`src/rtl/instruction_fetch_pkg.sv`:
```
// Shared fetch-side constants and the fetch state type, reusable by decode/control blocks.
package instruction_fetch_pkg;

  localparam int unsigned ADDR_W  = 8;
  localparam int unsigned INSTR_W = 8;

  localparam logic [ADDR_W-1:0]  RESET_PC    = 8'h00;
  localparam logic [INSTR_W-1:0] HALT_OPCODE = 8'hFF;

  typedef enum logic [0:0] {
    FETCH,
    HALTED
  } fetch_state_t;

endpackage

```
`src/rtl/program_counter.sv`:
```
// Program counter register: synchronous reset, load has priority over increment, else hold.
module program_counter #(
  parameter int unsigned     Width    = 8,
  parameter logic [Width-1:0] ResetVal = '0
) (
  input  logic             clk_i,
  input  logic             rst_i,
  input  logic             load_i,
  input  logic [Width-1:0] load_val_i,
  input  logic             incr_i,
  output logic [Width-1:0] pc_o
);

  logic [Width-1:0] pc_q, pc_d;

  // Increment wraps naturally at 2^Width; the carry is dropped.
  always_comb begin
    pc_d = pc_q;
    if (load_i) begin
      pc_d = load_val_i;
    end else if (incr_i) begin
      pc_d = pc_q + Width'(1);
    end
  end

  always_ff @(posedge clk_i) begin
    if (rst_i) begin
      pc_q <= ResetVal;
    end else begin
      pc_q <= pc_d;
    end
  end

  assign pc_o = pc_q;

endmodule

```
`src/rtl/instruction_fetch.sv`:
```
// Instruction fetch: drives the PC to a combinational instruction memory, registers the
// returned instruction and hands it to decode over valid/ready; supports redirect and HALT.
module instruction_fetch #(
  parameter int unsigned          ADDR_W      = instruction_fetch_pkg::ADDR_W,
  parameter int unsigned          INSTR_W     = instruction_fetch_pkg::INSTR_W,
  parameter logic [ADDR_W-1:0]    RESET_PC    = instruction_fetch_pkg::RESET_PC,
  parameter logic [INSTR_W-1:0]   HALT_OPCODE = instruction_fetch_pkg::HALT_OPCODE
) (
  input  logic               clk,
  input  logic               rst,
  output logic [ADDR_W-1:0]  endereco,
  input  logic [INSTR_W-1:0] instrucao,
  output logic [INSTR_W-1:0] instr_out,
  output logic [ADDR_W-1:0]  pc_out,
  output logic               instr_valid,
  input  logic               instr_ready,
  input  logic               desvio_en,
  input  logic [ADDR_W-1:0]  desvio_alvo,
  output logic               halted
);

  import instruction_fetch_pkg::*;

  fetch_state_t       state_q, state_d;
  logic [ADDR_W-1:0]  pc;
  logic [ADDR_W-1:0]  pc_out_q, pc_out_d;
  logic [INSTR_W-1:0] instr_q, instr_d;
  logic               valid_q, valid_d;
  logic               branch, capture, is_halt;

  // A redirect outranks capture; both are only honoured while fetching.
  assign is_halt = (instrucao == HALT_OPCODE);
  assign branch  = (state_q == FETCH) && desvio_en;
  assign capture = (state_q == FETCH) && !desvio_en && (!valid_q || instr_ready);

  program_counter #(
    .Width    (ADDR_W),
    .ResetVal (RESET_PC)
  ) u_program_counter (
    .clk_i      (clk),
    .rst_i      (rst),
    .load_i     (branch),
    .load_val_i (desvio_alvo),
    .incr_i     (capture && !is_halt),
    .pc_o       (pc)
  );

  always_comb begin
    state_d  = state_q;
    valid_d  = valid_q;
    instr_d  = instr_q;
    pc_out_d = pc_out_q;
    unique case (state_q)
      FETCH: begin
        if (branch) begin
          valid_d = 1'b0;
        end else if (capture) begin
          instr_d  = instrucao;
          pc_out_d = pc;
          valid_d  = 1'b1;
          if (is_halt) begin
            state_d = HALTED;
          end
        end
      end
      HALTED: begin
        // The HALT word stays presented until decode takes it; nothing follows.
        if (instr_ready) begin
          valid_d = 1'b0;
        end
      end
      default: state_d = FETCH;
    endcase
  end

  always_ff @(posedge clk) begin
    if (rst) begin
      state_q  <= FETCH;
      valid_q  <= 1'b0;
      instr_q  <= '0;
      pc_out_q <= '0;
    end else begin
      state_q  <= state_d;
      valid_q  <= valid_d;
      instr_q  <= instr_d;
      pc_out_q <= pc_out_d;
    end
  end

  assign endereco    = pc;
  assign instr_out   = instr_q;
  assign pc_out      = pc_out_q;
  assign instr_valid = valid_q;
  assign halted      = (state_q == HALTED);

endmodule
```
`config.mk`:
```
export PLATFORM = sky130hd
export DESIGN_NAME = instruction_fetch
export DESIGN_NICKNAME = d
export VERILOG_FILES = /design/src/rtl/instruction_fetch_pkg.sv /design/src/rtl/program_counter.sv /design/src/rtl/instruction_fetch.sv
export SDC_FILE = /design/constraint.sdc
export NUM_CORES = 1
export LEC_CHECK = 0
export CAP_MARGIN = 20
export CORE_MARGIN = 3
export CORE_UTILIZATION = 35
export DETAILED_ROUTE_END_ITERATION = 10
export PLACE_DENSITY = 0.66
export SYNTH_ARGS = -nofsm -noshare
export SYNTH_HDL_FRONTEND = slang
export SYNTH_HIERARCHICAL = 1
export SYNTH_SLANG_ARGS = --single-unit
```
`constraint.sdc`:
```
create_clock -name clk -period 3.1 [get_ports clk]
set_input_delay 0.465 -clock clk [delete_from_list [all_inputs] [get_ports clk]]
set_output_delay 0.465 -clock clk [all_outputs]
set_load 0.02 [all_outputs]
```
# Word level (Yosys, flattened, before mapping)
# Cells that the tools add are included.
# W data, S select, Z words.
# totals
reg_bits	26
in_bits	20
out_inout_bits	26
elab_cells	32
# op_classes
addsub	1
n_eq_ne	3
muxes	10
bitwise_logic	2
reduce_logical	11
# op_table
operator	count
$mux W8	2
$add A8 B1 Y8 const B	1
$eq A8 B8 Y1 const B	1
$mux W1	7
$logic_and A1 B1 Y1	4
$logic_not A1 Y1	3
$ne A3 B3 Y1 const B	1
$reduce_and A3 Y1	1
$ne A2 B2 Y1 const B	1
$not A1 Y1	2
$pmux W1 S2	1
$reduce_and A2 Y1	1
$reduce_bool A2 Y1	1
$logic_or A1 B1 Y1	1

# Longest topological paths before layout
# Gate-level depths: netlist of the first run.
# depth
ltp_word	6
depth_mapped	8

# Hierarchy
# Netlist of the first run, hierarchy kept.
# modules_own_cells
mod	instances	cells_each	area_each_um2
instruction_fetch	1	88	789.5
program_counter	1	53	464.2

# Worst setup path after synthesis of the first run
# OpenSTA, ideal clock, no wires.
# synth_path
path_type	input -> register
startpoint	in instr_ready
endpoint	reg u_program_counter.pc_q[7] (netlist: u_program_counter/pc_o[7])
setup_time_ps	79
arrival_ps	1921
required_time_ps	3021
path_slack_ps	1100
path_stages	8
path_cell_list	nand2b_1 > buf_2 > nand2_1 > nor2_1 > buf_6 > or3b_1 > or4_1 > o211ai_1
# synth_between
elab_chain_cells	4
# synth_rtl
element	line_no	source
from (decl)	instruction_fetch.sv:16	input logic instr_ready,
$logic_or A1 B1 Y1	instruction_fetch.sv:34	assign capture = (state_q == FETCH) && !desvio_en && (!valid_q || instr_ready);
$logic_and A1 B1 Y1	instruction_fetch.sv:34	
$logic_and A1 B1 Y1	instruction_fetch.sv:44	.incr_i (capture && !is_halt),
$reduce_bool A2 Y1 (no source line)	--	
to (signal assigned)	program_counter.sv:28	pc_q <= ResetVal;
to (signal assigned)	program_counter.sv:30	pc_q <= pc_d;
to (decl)	program_counter.sv:14	logic [Width-1:0] pc_q, pc_d;
# Every way passes these cells.
# A chain may end at the register's enable or synchronous reset.

# Final worst setup path of the first run
# Same ends and word-level chain as after synthesis.

==> results.cfg, run 1 <==
[timing]
min_period_ps = 2140
relSlewSlack = 0.493
skew_ps = 2.35
period_share = 0.690
rsz0062_at_grt = no
fmax_mhz = 468
hold_ws_ps = 468
drv_slew = 0
fin_tns_setup_ps = 0
setup_viol = 0
hold_violations = 0
tightest_slew_ps = 760

[final_layout]
fillers = 302
syn_to_final_growth_pct = 40.8
finalInstanceArea_mm2 = 0.00177
drive_gt1_frac = 0.120
nNetsFinal = 205
n_antenna_cell = 0

[placed_design]
placed_area_mm2 = 0.00171
io_buffers = 45
hpwl_um = 2350
gp_congestion = 0.775

[pwr]
comb_power_share = 0.203
p_clk_frac = 0.306
vdd_ir_drop_max_mv = 0.250
p_leak_nw = 0.605
seqPwrFrac = 0.492
p_int_w = 0.000561
p_sw_w = 0.000197
netSwitchingFraction = 0.260
power.density_mw_per_mm2 = 429

[floorplanning]
die_height_um = 65.9
die_x_um = 65.9
start_util = 0.370
dieArea_mm2 = 0.00434
coreArea_mm2 = 0.00339
row_count = 21
io_pins = 46

[grt]
met2_usage = 0.253
grt_overflow = 0
antenna_found_initial = 0
grt_busiest_layer = met2
grt_pass1_vias = 1082
met1_usage = 0.197
grt_pass1_wl_um = 5150
grt.total_usage = 0.153
grt_max_degree = 29
grt_use_met3 = 0.0306

[cts]
clk_latency_ps = 320
post_cts_buffers = 0
cts_resized = 0
clk_path_buf_depth = 2
path_clk_slew_ps = 140
hold_buffers = 0
cts_max_level = 1
cts_buffers = 3
cts_tree = done
clock-root-buffer = clkbuf_4
cts.sinks = 26

[critical_path]
crit_family = simple AND/OR/NAND/NOR gates
crit_path_start_kind = input port
crit_arrival_ps = 2390
crit_path_max_fanout = 10
setup.worst_path.end_class = flop
path_class = in2reg
slowest_stage = clkdlybuf4s50_1
required_ps = 3350
cpPeakStageDelay_ps = 480
path_cells = clkdlybuf4s50_1 > nand2b_1 > nand2_1 > nor2_1 > buf_4 > or3b_1 > or4_1 > o211ai_1
crit_buf_inv = 2

[min_path]
hp-class = reg2reg

[routing]
ant_nets = 0
routed_via_density = 5.21
first_pass_iters = 5
drt_iter0_drc = 51
drc = 0
wire_per_inst_um = 13.8
vias = 1193
wirelength_um = 3160

[logic_synthesis]
async_flop_share = 0
synth_area_mm2 = 0.00125
synth_edf_count = 0
syn_nets = 162
ys_ff_latch = 26
ys_warn_count = 6
synthCells = 141
syn_avg_cell_area_um2 = 8.89
yosysSeqAreaShare = 0.415
ys.flop_type = dfxtp_1
yosys.cell_types.count = 33

[outcome]
status = completed

[job]
drv_cap = 0
layout make-up:
cell class / instances / area (um^2) / share of cell area
Sequential cell: 26 / 520 / 0.295
Timing Repair Buffer: 49 / 480 / 0.272
Clock inverter: 1 / 30.0 / 0.0170
Tap cell: 46 / 57.6 / 0.0326
Clock buffer: 3 / 22.5 / 0.0128
Inverter: 2 / 7.51 / 0.00425
Multi-Input combinational cell: 102 / 647 / 0.366
worst min-delay path, delay by kind of cell, from the launching register on:
family,cells,cell delay (ps)
compound gates,2,100
flops,1,340
flip-flops by register name (all words and copies together) (netlist names):
name	count
u_program_counter/pc_o	8
instr_valid	1
halted	1
instr_out	8
pc_out	8
cell families after synthesis:
| family | Yosys count | share of synthesized area |
|---|---|---|
| buf+inv | 13 | 0.0689 |
| mux | 3 | 0.0250 |
| xor+xnor | 4 | 0.0279 |
| flops | 26 | 0.415 |
| simple gates | 48 | 0.212 |
| fa+ha+maj | 1 | 0.00998 |
| compound gates | 46 | 0.242 |
per-stage QoR:
step / instances / setup slack (ps) / total power [W] / utilization
floorplan: 141 / 1100 / 0.000461 / -
global placement: 225 / 700 / 0.000532 / 0.505
detailed placement: 225 / 618 / 0.000535 / 0.505
CTS: 229 / 972 / 0.000767 / 0.521
global route: 229 / 877 / 0.000798 / 0.521
finish: 229 / 961 / 0.000758 / 0.521
power groups by stage:
stage	logic [W]	registers [W]	clock network, W
after floorplan	0.0000623	0.000399	0
after global placement	0.000152	0.000379	0
after detailed placement	0.000154	0.000381	0
after CTS	0.000155	0.000373	0.000239
after global routing	0.000167	0.000376	0.000255
final	0.000154	0.000373	0.000232
placed cells by master, fill, tap and decap left out, types with 2 or more instances in the layout:
cell type	Yosys	routed
o21ai_0	6	6
or4_1	2	2
a211oi_1	3	3
xor2_1	4	4
mux2i_1	2	2
buf_4	2	4
nand4_1	5	5
nor3b_1	3	3
inv_1	2	2
dfxtp_1	26	26
o211ai_1	4	4
clkbuf_4	0	3
nand3_1	19	19
nor2_1	8	8
clkdlybuf4s50_1	0	45
o21ai_2	10	10
a21oi_1	20	20
nand2_1	3	3
path summary, 6_finish.rpt:
| kind | start | end | slack, ps | cells after the start |
|---|---|---|---|---|
| min | instr_out[0] | instr_out[0] | 470 | 2 |
| max | instr_ready | u_program_counter/pc_o[7] | 960 | 8 |
| min reg2reg | instr_out[0] | instr_out[0] | 470 | 2 |
| max reg2reg | halted | u_program_counter/pc_o[7] | 1190 | 7 |
per-layer routing:
metal  wire length (um)  share of wire
met5                  0              0
met2               1600           0.51
met4                 31         0.0098
met3                161          0.051
met1               1370           0.43
synth_stat cells (2+ instances only):
| cell | n | area (um^2) |
|---|---|---|
| a211oi_1 | 3 | 22.5 |
| xor2_1 | 4 | 35.0 |
| nand2_1 | 3 | 11.3 |
| buf_6 | 2 | 22.5 |
| clkbuf_1 | 3 | 11.3 |
| nor2_1 | 8 | 30.0 |
| mux2i_1 | 2 | 20.0 |
| buf_4 | 2 | 15.0 |
| nand3_1 | 19 | 95.1 |
| o211ai_1 | 4 | 30.0 |
| or4_1 | 2 | 15.0 |
| dfxtp_1 | 26 | 521 |
| buf_2 | 3 | 15.0 |
| o21ai_2 | 10 | 87.6 |
| o21ai_0 | 6 | 30.0 |
| nand4_1 | 5 | 31.3 |
| a21oi_1 | 20 | 100 |
| nor3b_1 | 3 | 22.5 |
| inv_1 | 2 | 7.51 |
Power figures use the tool's default switching activity.
==> run 2, diff against run 1 <==
- PLACE_DENSITY: 0.66 -> 0.69
- clock period: 3.1 -> 1.8 ns (I/O delays scaled with it)
==> results.cfg, run 2 (same netlist as run 1, synthesis figures left out) <==
[outcome]
status = completed

[critical_path]
path_cells = clkdlybuf4s50_1 > nand2b_4 > nand2_2 > nor2_2 > or3b_1 > or4_1 > o211ai_1
path_class = in2reg
crit_path_max_fanout = 2
required_ps = 2060
setup.worst_path.end_class = flop
slowest_stage = clkdlybuf4s50_1
cpPeakStageDelay_ps = 490
crit_arrival_ps = 2020
crit_path_start_kind = input port

[cts]
clk_path_buf_depth = 2
cts.sinks = 26
clock-root-buffer = clkbuf_4
clk_latency_ps = 330
cts_tree = done
cts_buffers = 3
path_clk_slew_ps = 150
cts_max_level = 1

[grt]
grt_pass1_wl_um = 5530
grt.total_usage = 0.161
grt_overflow = 0
grt_max_degree = 29
grt_pass1_vias = 1221
antenna_found_initial = 0

[final_layout]
final_core_util = 0.547
n_antenna_cell = 0
drive_gt1_frac = 0.188
layout_common_cells = 41 x clkdlybuf4s50_1, 23 x dfxtp_1, 20 x a21oi_1
mostFrequentLayoutCell = clkdlybuf4s50_1
syn_to_final_growth_pct = 47.9
nNetsFinal = 213
final_cells = 237

[routing]
vias = 1239
first_pass_iters = 4
wirelength_um = 3300
drt_iter0_drc = 54
routed_via_density = 5.23
wire_per_inst_um = 13.9
ant_nets = 0
drc = 0

[timing]
hold_violations = 0
tightest_slew_ps = 405
skew_ps = 14.2
fmax_mhz = 568
rsz0062_at_grt = no
setup_ws_ps = 40.6
min_period_ps = 1760
fin_tns_setup_ps = 0
drv_slew = 0
period_share = 0.977
relSlewSlack = 0.730
hold_ws_ps = 410
setup_viol = 0

[pwr]
power.density_mw_per_mm2 = 717
vdd_ir_drop_max_mv = 0.343
p_leak_nw = 0.702

[placed_design]
dp_cells = 233
pre_cts_ws_ps = -323
gp_congestion = 0.753
hpwl_um = 2460
io_buffers = 45

[floorplanning]
row_count = 21
coreArea_mm2 = 0.00339
start_util = 0.370
die_height_um = 65.9
io_pins = 46
dieArea_mm2 = 0.00434
die_x_um = 65.9

[job]
drv_cap = 0

[min_path]
hp-class = in2reg
## run 2: path summary, 6_finish.rpt
kind | from | end | slack [ps] | cells after the start
worst min-delay path | desvio_en | halted | 410 | 5
worst max-delay path | instr_ready | u_program_counter/pc_o[7] | 40 | 7
worst min register to register | pc_out[1] | pc_out[1] | 470 | 2
worst max register to register | halted | u_program_counter/pc_o[7] | 110 | 6
## run 2: report_power, final
part | switching, W | internal, W
registers | 0.0000347 | 0.000607
logic | 0.000135 | 0.000144
clock network | 0.000183 | 0.000225
total | 0.000353 | 0.000976
## run 2: timing repair
action                     in CTS  in global routing
buffers inserted                0                  0
hold buffers                    0                  0
setup endpoints to repair       0                  6
gates resized for setup         0                  6
hold endpoints to repair        0                  0
## run 2: layout make-up
type / count / area [um^2]
well taps: 46 / 57.6
multi-input cells: 102 / 659
clock inverters: 1 / 30.0
clock buffers: 3 / 22.5
flip-flops and latches: 26 / 527
fillers: 321 / 1540
repair buffers: 57 / 551
inverters: 2 / 7.51
## run 2: critical path, delay by kind of cell
kind            cells  cell delay [ps]
simple gates        5             1150
buf+inv             1              490
compound gates      1              100
## run 2: stage by stage
| stage | instance area, um^2 | power (W) |
|---|---|---|
| global route | 1850 | 0.00139 |
| finish | 1850 | 0.00133 |
| floorplan | 1270 | 0.000795 |
| CTS | 1840 | 0.00134 |
| detailed placement | 1780 | 0.000934 |
| global placement | 1780 | 0.000927 |
## run 2: metal layers
layer  vias to the layer above  track usage  wire length [um]
li1                        617            -                 -
met1                       575        0.200              1400
met2                        45        0.284              1690
met3                         2       0.0238               192
met4                         0       0.0492                23
met5                         -            0                 0
